`src/rtl/sync_fifo.sv`:
```
// Single-clock first-word-fall-through FIFO; the head word is always driven on data_o.
// Pointers carry one extra wrap bit so full and empty are told apart by subtraction alone.
module sync_fifo #(
    parameter int unsigned WIDTH = 8,
    parameter int unsigned DEPTH = 2
) (
    input  logic                       clk_i,
    input  logic                       rst_i,
    input  logic                       write_i,
    input  logic [WIDTH-1:0]           data_i,
    output logic                       full_o,
    input  logic                       read_i,
    output logic [WIDTH-1:0]           data_o,
    output logic                       empty_o,
    output logic [$clog2(DEPTH):0]     usage_o
);

    localparam int unsigned AW = $clog2(DEPTH);

    if ((DEPTH < 2) || ((DEPTH & (DEPTH - 1)) != 0)) begin : g_bad_depth
        $fatal(1, "sync_fifo: DEPTH must be a power of 2 and at least 2");
    end

    logic [WIDTH-1:0] r_mem [DEPTH];
    logic [AW:0]      r_wr_ptr;
    logic [AW:0]      r_rd_ptr;

    logic [AW:0]      w_usage;
    logic             w_full;
    logic             w_empty;
    logic             w_wr_en;
    logic             w_rd_en;

    // All flags derive from registered pointers, so no input reaches an output combinationally.
    always_comb begin
        w_usage = r_wr_ptr - r_rd_ptr;
        w_empty = (w_usage == '0);
        w_full  = (w_usage == (AW + 1)'(DEPTH));
        w_wr_en = write_i && !w_full;
        w_rd_en = read_i && !w_empty;
    end

    always_ff @(posedge clk_i) begin
        if (rst_i) begin
            r_wr_ptr <= '0;
            r_rd_ptr <= '0;
        end else begin
            if (w_wr_en) r_wr_ptr <= r_wr_ptr + 1'b1;
            if (w_rd_en) r_rd_ptr <= r_rd_ptr + 1'b1;
        end
    end

    always_ff @(posedge clk_i) begin
        if (!rst_i && w_wr_en) r_mem[r_wr_ptr[AW-1:0]] <= data_i;
    end

    always_comb begin
        usage_o = w_usage;
        empty_o = w_empty;
        full_o  = w_full;
        data_o  = r_mem[r_rd_ptr[AW-1:0]];
    end

endmodule

```
`config.mk`:
```
export PLATFORM = sky130hd
export DESIGN_NAME = sync_fifo
export DESIGN_NICKNAME = d
export VERILOG_FILES = /design/src/rtl/sync_fifo.sv
export SDC_FILE = /design/constraint.sdc
export NUM_CORES = 1
export LEC_CHECK = 0
export ABC_AREA = 1
export CAP_MARGIN = 20
export CORE_ASPECT_RATIO = 1.2
export CORE_MARGIN = 4
export CORE_UTILIZATION = 30
export CTS_CLUSTER_DIAMETER = 80
export DETAILED_ROUTE_END_ITERATION = 10
export HOLD_SLACK_MARGIN = 0.12
export PLACE_DENSITY = 0.67
export SETUP_SLACK_MARGIN = 0.5
export SYNTH_ARGS = -nofsm -noshare
export SYNTH_HDL_FRONTEND = slang
export SYNTH_SLANG_ARGS = --single-unit
```
`constraint.sdc`:
```
create_clock -name clk_i -period 1.9 [get_ports clk_i]
set_input_delay 0.38 -clock clk_i [delete_from_list [all_inputs] [get_ports clk_i]]
set_output_delay 0.38 -clock clk_i [all_outputs]
set_load 0.01 [all_outputs]
```
Word level (Yosys, flattened, before mapping) --
Memory sizes are Yosys's and may differ from the RTL's. A register that Yosys moved wholly into a read port is not among the register bits. Cells that the tools add are included.
Storage, ports and cells: RAM bits 16, bits of input ports 12, logic and storage cells 18, output and inout bits 12, bits in registers 4, memories kept 1, memory bits (read-only) 0, latch bits 0
Cells by class: multiplexer cells 4, bitwise gates (word level) 0, div/mod/pow operators 0, $mul 0, shifts and indexed selects 0, equality and inequality tests 1, magnitude comparators 0, reductions and logical operators 7, add/subtract/negate cells 3
Memories:
- r_mem | depth 2, bits a word 8, read ports 1, clocked after Yosys merged registers in 1, write ports 1, RTL line 24 | logic [WIDTH-1:0] r_mem [DEPTH];
Operators with widths (count):
- 2-bit by 1-bit adder with 2-bit output (second input constant) | 2
- 1-bit 2-to-1 mux | 4
- 1-bit logical AND | 3
- 1-bit logical NOT | 3
- 2-bit equality test (second input constant) | 1
- 2-bit logical NOT | 1
- 2-bit subtractor | 1

Depth between registers and ports, before layout --
depth in word-level cells 7, gate-level depth with buffers 10, mapped depth without buffers 10

Worst setup path after synthesis --
Ideal clock, no wire load.
path type reg-to-reg, from register r_wr_ptr[0], to memory r_mem[0][0] (enable), setup slack 0.158 ns, cell stages (with the launch flop) 10, arrival 1.371 ns, clock period less this slack 1.742 ns, required time 1.529 ns, library setup time 0.371 ns, buffers on the path 0, path through dfxtp_1 > inv_1 > ha_1 > inv_1 > nand2_1 > nand2_1 > nand2_1 > nand3_2 > nand3_1 > nor2_1
Between the ends: longest elaborated chain between the ends 7
Ends and longest elaborated chain:
- from (decl) | RTL line 25 | logic [AW:0] r_wr_ptr;
- from (signal assigned) | RTL line 48 | if (w_wr_en) r_wr_ptr <= r_wr_ptr + 1'b1;
- 2-bit subtractor | RTL line 36 | w_usage = r_wr_ptr - r_rd_ptr;
- 2-bit equality test | RTL line 38 | w_full = (w_usage == (AW + 1)'(DEPTH));
- 1-bit logical NOT | RTL line 39 | w_wr_en = write_i && !w_full;
- 1-bit logical AND | RTL line 39
- 1-bit logical AND | RTL line 54 | if (!rst_i && w_wr_en) r_mem[r_wr_ptr[AW-1:0]] <= data_i;
- 1-bit 2-to-1 mux | RTL line 54
- 1-bit 2-to-1 mux (implied by the code) | RTL line 54
- to (decl) | RTL line 24
Several ways; a longest one is shown, not always the timed one.

Worst setup path after layout --
from register r_wr_ptr[0], to output full_o
Between the ends: longest elaborated chain between the ends 2
Ends and longest elaborated chain:
- 2-bit subtractor | RTL line 36
- 2-bit equality test | RTL line 38
- to (decl) | RTL line 11 | output logic full_o,
Every way passes these cells.

==> flow_summary.json <==
{
  "vias_per_cell": 4.54,
  "layout_fillers": 254,
  "pre_cts_slack_ns": 0.0766,
  "cts.path.max_buffers": 2,
  "slowest_cell_on_the_critical_path": "sky130_fd_sc_hd__dfxtp_2",
  "totalNegativeSetupSlack_ns": 0,
  "report.final.setup_viol": 0,
  "cts_root_buffer": "sky130_fd_sc_hd__clkbuf_4",
  "status": "finished clean",
  "worst_hold_path_type": "flip-flop to flip-flop",
  "die_width_um": 57.6,
  "vdd_drop_max_v": 0.000667,
  "regToRegEndpoint": "r_mem[0][6]",
  "rr_startpoint": "r_wr_ptr[0]",
  "hold_viol_final": 0,
  "io_buffers": 23,
  "layout_cells_sized_above_1_pct": 51.9,
  "postLayoutCellArea_um2": 1370,
  "static-leakage-power_nw": 0.577,
  "global_route.usage.total_pct": 9.39,
  "hold-path-endpoint": "r_wr_ptr[1]",
  "pin_count": 24,
  "postLayoutSetupSlackWorst_ns": 0.222,
  "drt_drc_violations_left": 0,
  "syn_inst": 75,
  "criticalPathCategory": "flip-flop to output pin",
  "syn_nets": 88,
  "slew_headroom_pct": 82.8,
  "place.detailed.hpwl_um": 1290,
  "clock_tree.htree_level_count": 1,
  "synthesis.area_per_instance_um2": 11.8,
  "grt_remaining_overflow": 0,
  "period_needed_ns": 1.68,
  "timing.hold.worst.start": "r_wr_ptr[1]",
  "leading_cell_types_by_total_area_after_synthesis": "sky130_fd_sc_hd__edfxtp_1, sky130_fd_sc_hd__dfxtp_1, sky130_fd_sc_hd__mux2_2",
  "worstPathMaxFanout": 3,
  "synth.cells.most_frequent": "sky130_fd_sc_hd__edfxtp_1, sky130_fd_sc_hd__nand2_1, sky130_fd_sc_hd__inv_1, sky130_fd_sc_hd__mux2_2, sky130_fd_sc_hd__nor2_1",
  "timing.hold.worst_path_depth": 2,
  "number_of_core_rows": 21,
  "crit_top_cell": "sky130_fd_sc_hd__nand2_2",
  "synth_top_cell_by_area": "sky130_fd_sc_hd__edfxtp_1",
  "synth.lib_cells_used.distinct": 14,
  "grt_max_degree": 12,
  "slew_of_the_pin_with_the_lowest_slew_margin_ns": 0.258,
  "synth-seq-area-share_pct": 65.5,
  "yosys.cell_count.top_type": "sky130_fd_sc_hd__edfxtp_1",
  "synth-edff-count": 16,
  "critical-path-max-stage-delay_ns": 0.35,
  "antenna_found_initial": 0,
  "grt_pass1_wl_um": 2750,
  "design.core.area_um2": 2810,
  "sequential_cell_area_um2": 589,
  "drtPass1Iterations": 4,
  "fin_worst_skew_ns": 0.00520,
  "synth.cell_area_um2": 886,
  "rrSetupSlack_ns": 0.30,
  "critPathRequiredTime_ns": 1.52,
  "worst-r2r-cell-count": 11,
  "timing.critical_path.max_delay_family": "flip-flops",
  "cts_tree": "yes",
  "synthesis_stage_register_bit_count": 21,
  "reg_clk_slew_reported_paths_ns": 0.11,
  "final_standard_cell_utilization_of_the_core_pct": 48.7,
  "final_net_count": 122,
  "detailed_place.area_um2": 1220,
  "fmax_mhz": 596,
  "vias": 645,
  "placer_congestion_estimate": 0.782,
  "drt_iter0_markers": 16,
  "initial_util_pct": 31.5,
  "die_height_um": 67.5,
  "final_max_slew_viol_count": 0,
  "cp_cell_sequence": "inv_2, ha_4, inv_4, nand2_4, nand2_2, nand2_2, nand3_2, inv_1, buf_2",
  "area_delta_synth_final_pct": 54.5,
  "unrepaired_setup_endpoints_after_global_routing": "yes",
  "dominantRegCellSynth": "sky130_fd_sc_hd__edfxtp_1",
  "timing.critical_path.buf_inv": 4,
  "drt_wl_total_um": 1760,
  "final.period_utilization_pct": 88.3,
  "area_of_combinational_cells_with_multiple_inputs_um2": 360,
  "critPathLaunchType": "flip-flop",
  "detail-route-antenna-nets": 0,
  "cts_sinks": 21,
  "critical_path.endpoint_type": "output pin",
  "fp.dieArea_um2": 3890,
  "synth.top_cell.area_share_pct": 54.2,
  "antenna_cells_inserted": 0,
  "pwr_per_cell_area_nw_per_um2": 1090,
  "share_of_synthesized_registers_carrying_an_async_set_or_reset_pct": 0,
  "number_of_buffers_added_by_the_clock_tree_synthesis_step": 3,
  "cp_data_arrival_time_ns": 1.30,
  "clk-insertion-delay-late_ns": 0.29,
  "wire_per_inst_um": 12.4,
  "ys.warnings.count": 0,
  "vias_in_the_first_global_route": 629,
  "hold_buffers": 0,
  "drv.max_cap_violation_count": 0
}
per-stage QoR:
step,std cells,hold slack [ns],total power (W)
after floorplan,75,0.454,0.000888
after global placement,133,0.474,0.00115
after detailed placement,133,0.498,0.00116
after CTS,141,0.510,0.00142
after global routing,142,0.547,0.00158
final,142,0.523,0.00149
how the worst max path moves through the flow:
| stage | depth (start not counted) | end | slack [ns] | from |
|---|---|---|---|---|
| floorplan | 9 | r_mem[0][0] | 0.47 | r_wr_ptr[0] |
| CTS | 9 | full_o | 0.18 | r_wr_ptr[0] |
| global route | 9 | full_o | 0.12 | r_wr_ptr[0] |
| detailed placement | 6 | empty_o | 0.08 | r_rd_ptr[0] |
| global placement | 6 | empty_o | 0.08 | r_rd_ptr[0] |
| finish | 9 | full_o | 0.22 | r_wr_ptr[0] |
where the power goes:
part	switching (W)	internal (W)
clock	0.000125	0.0000816
sequential	0.0000329	0.000553
combinational	0.000309	0.000388
total	0.000467	0.00102
cells in the final DEF, fill, tap and decap left out, drive strengths merged:
cell           netlist  layout
a21oi                3       3
nor2                 6       6
nand4                1       1
dfxtp                5       5
inv                 10      10
clkdlybuf4s50        0      11
nand2               17      17
ha                   1       1
nand3                7       7
edfxtp              16      16
mux2                 8       8
buf                  1      19
clkbuf               0       4
layer usage:
layer	share of wire [%]	track usage (%)	routed length, um	vias up
met5	0	0	0	-
met4	0	2.61	0	0
met3	6.8	2.87	119	0
met2	54	16.9	943	21
met1	39	10.6	694	302
li1	-	-	-	322
repair_timing:
item                                    in CTS  in global routing
resized for setup                           65                 17
buffers inserted                             4                  1
endpoints found under the setup margin      28                 30
pin swaps                                    3                  5
cloned                                       0                  0
worst reg2reg max path, cell delays in order (launching register included):
cell                      delay, ns
sky130_fd_sc_hd__dfxtp_2       0.35
sky130_fd_sc_hd__inv_2         0.05
sky130_fd_sc_hd__ha_4          0.17
sky130_fd_sc_hd__inv_4         0.06
sky130_fd_sc_hd__nand2_4       0.05
sky130_fd_sc_hd__nand2_2       0.06
sky130_fd_sc_hd__nand2_2       0.05
sky130_fd_sc_hd__nand3_2       0.07
sky130_fd_sc_hd__buf_4         0.15
sky130_fd_sc_hd__nand3_2       0.10
sky130_fd_sc_hd__nor2_4        0.11
sky130_fd_sc_hd__buf_12        0.13
state kept, by name (all words and copies together), names as in the netlist, named ones only:
register,cells
r_wr_ptr,2
r_rd_ptr,2
r_mem,16
cells by family after synthesis:
logic type / after synthesis / synth area share [%]
AOI/OAI and AO/OA: 3 / 1.69
adders and majority gates: 1 / 1.41
buffers and inverters: 11 / 4.80
DFF: 21 / 65.5
muxes: 8 / 10.2
and+or+nand+nor: 31 / 16.4
layout make-up:
| type | count | share of cell area (%) |
|---|---|---|
| flip-flops and latches | 21 | 43.1 |
| multi-input cells | 43 | 26.3 |
| repair buffers | 30 | 22.7 |
| well taps | 34 | 3.11 |
| inverters | 10 | 2.93 |
| clock buffers | 4 | 1.92 |
(Power assumes the default switching activity.)
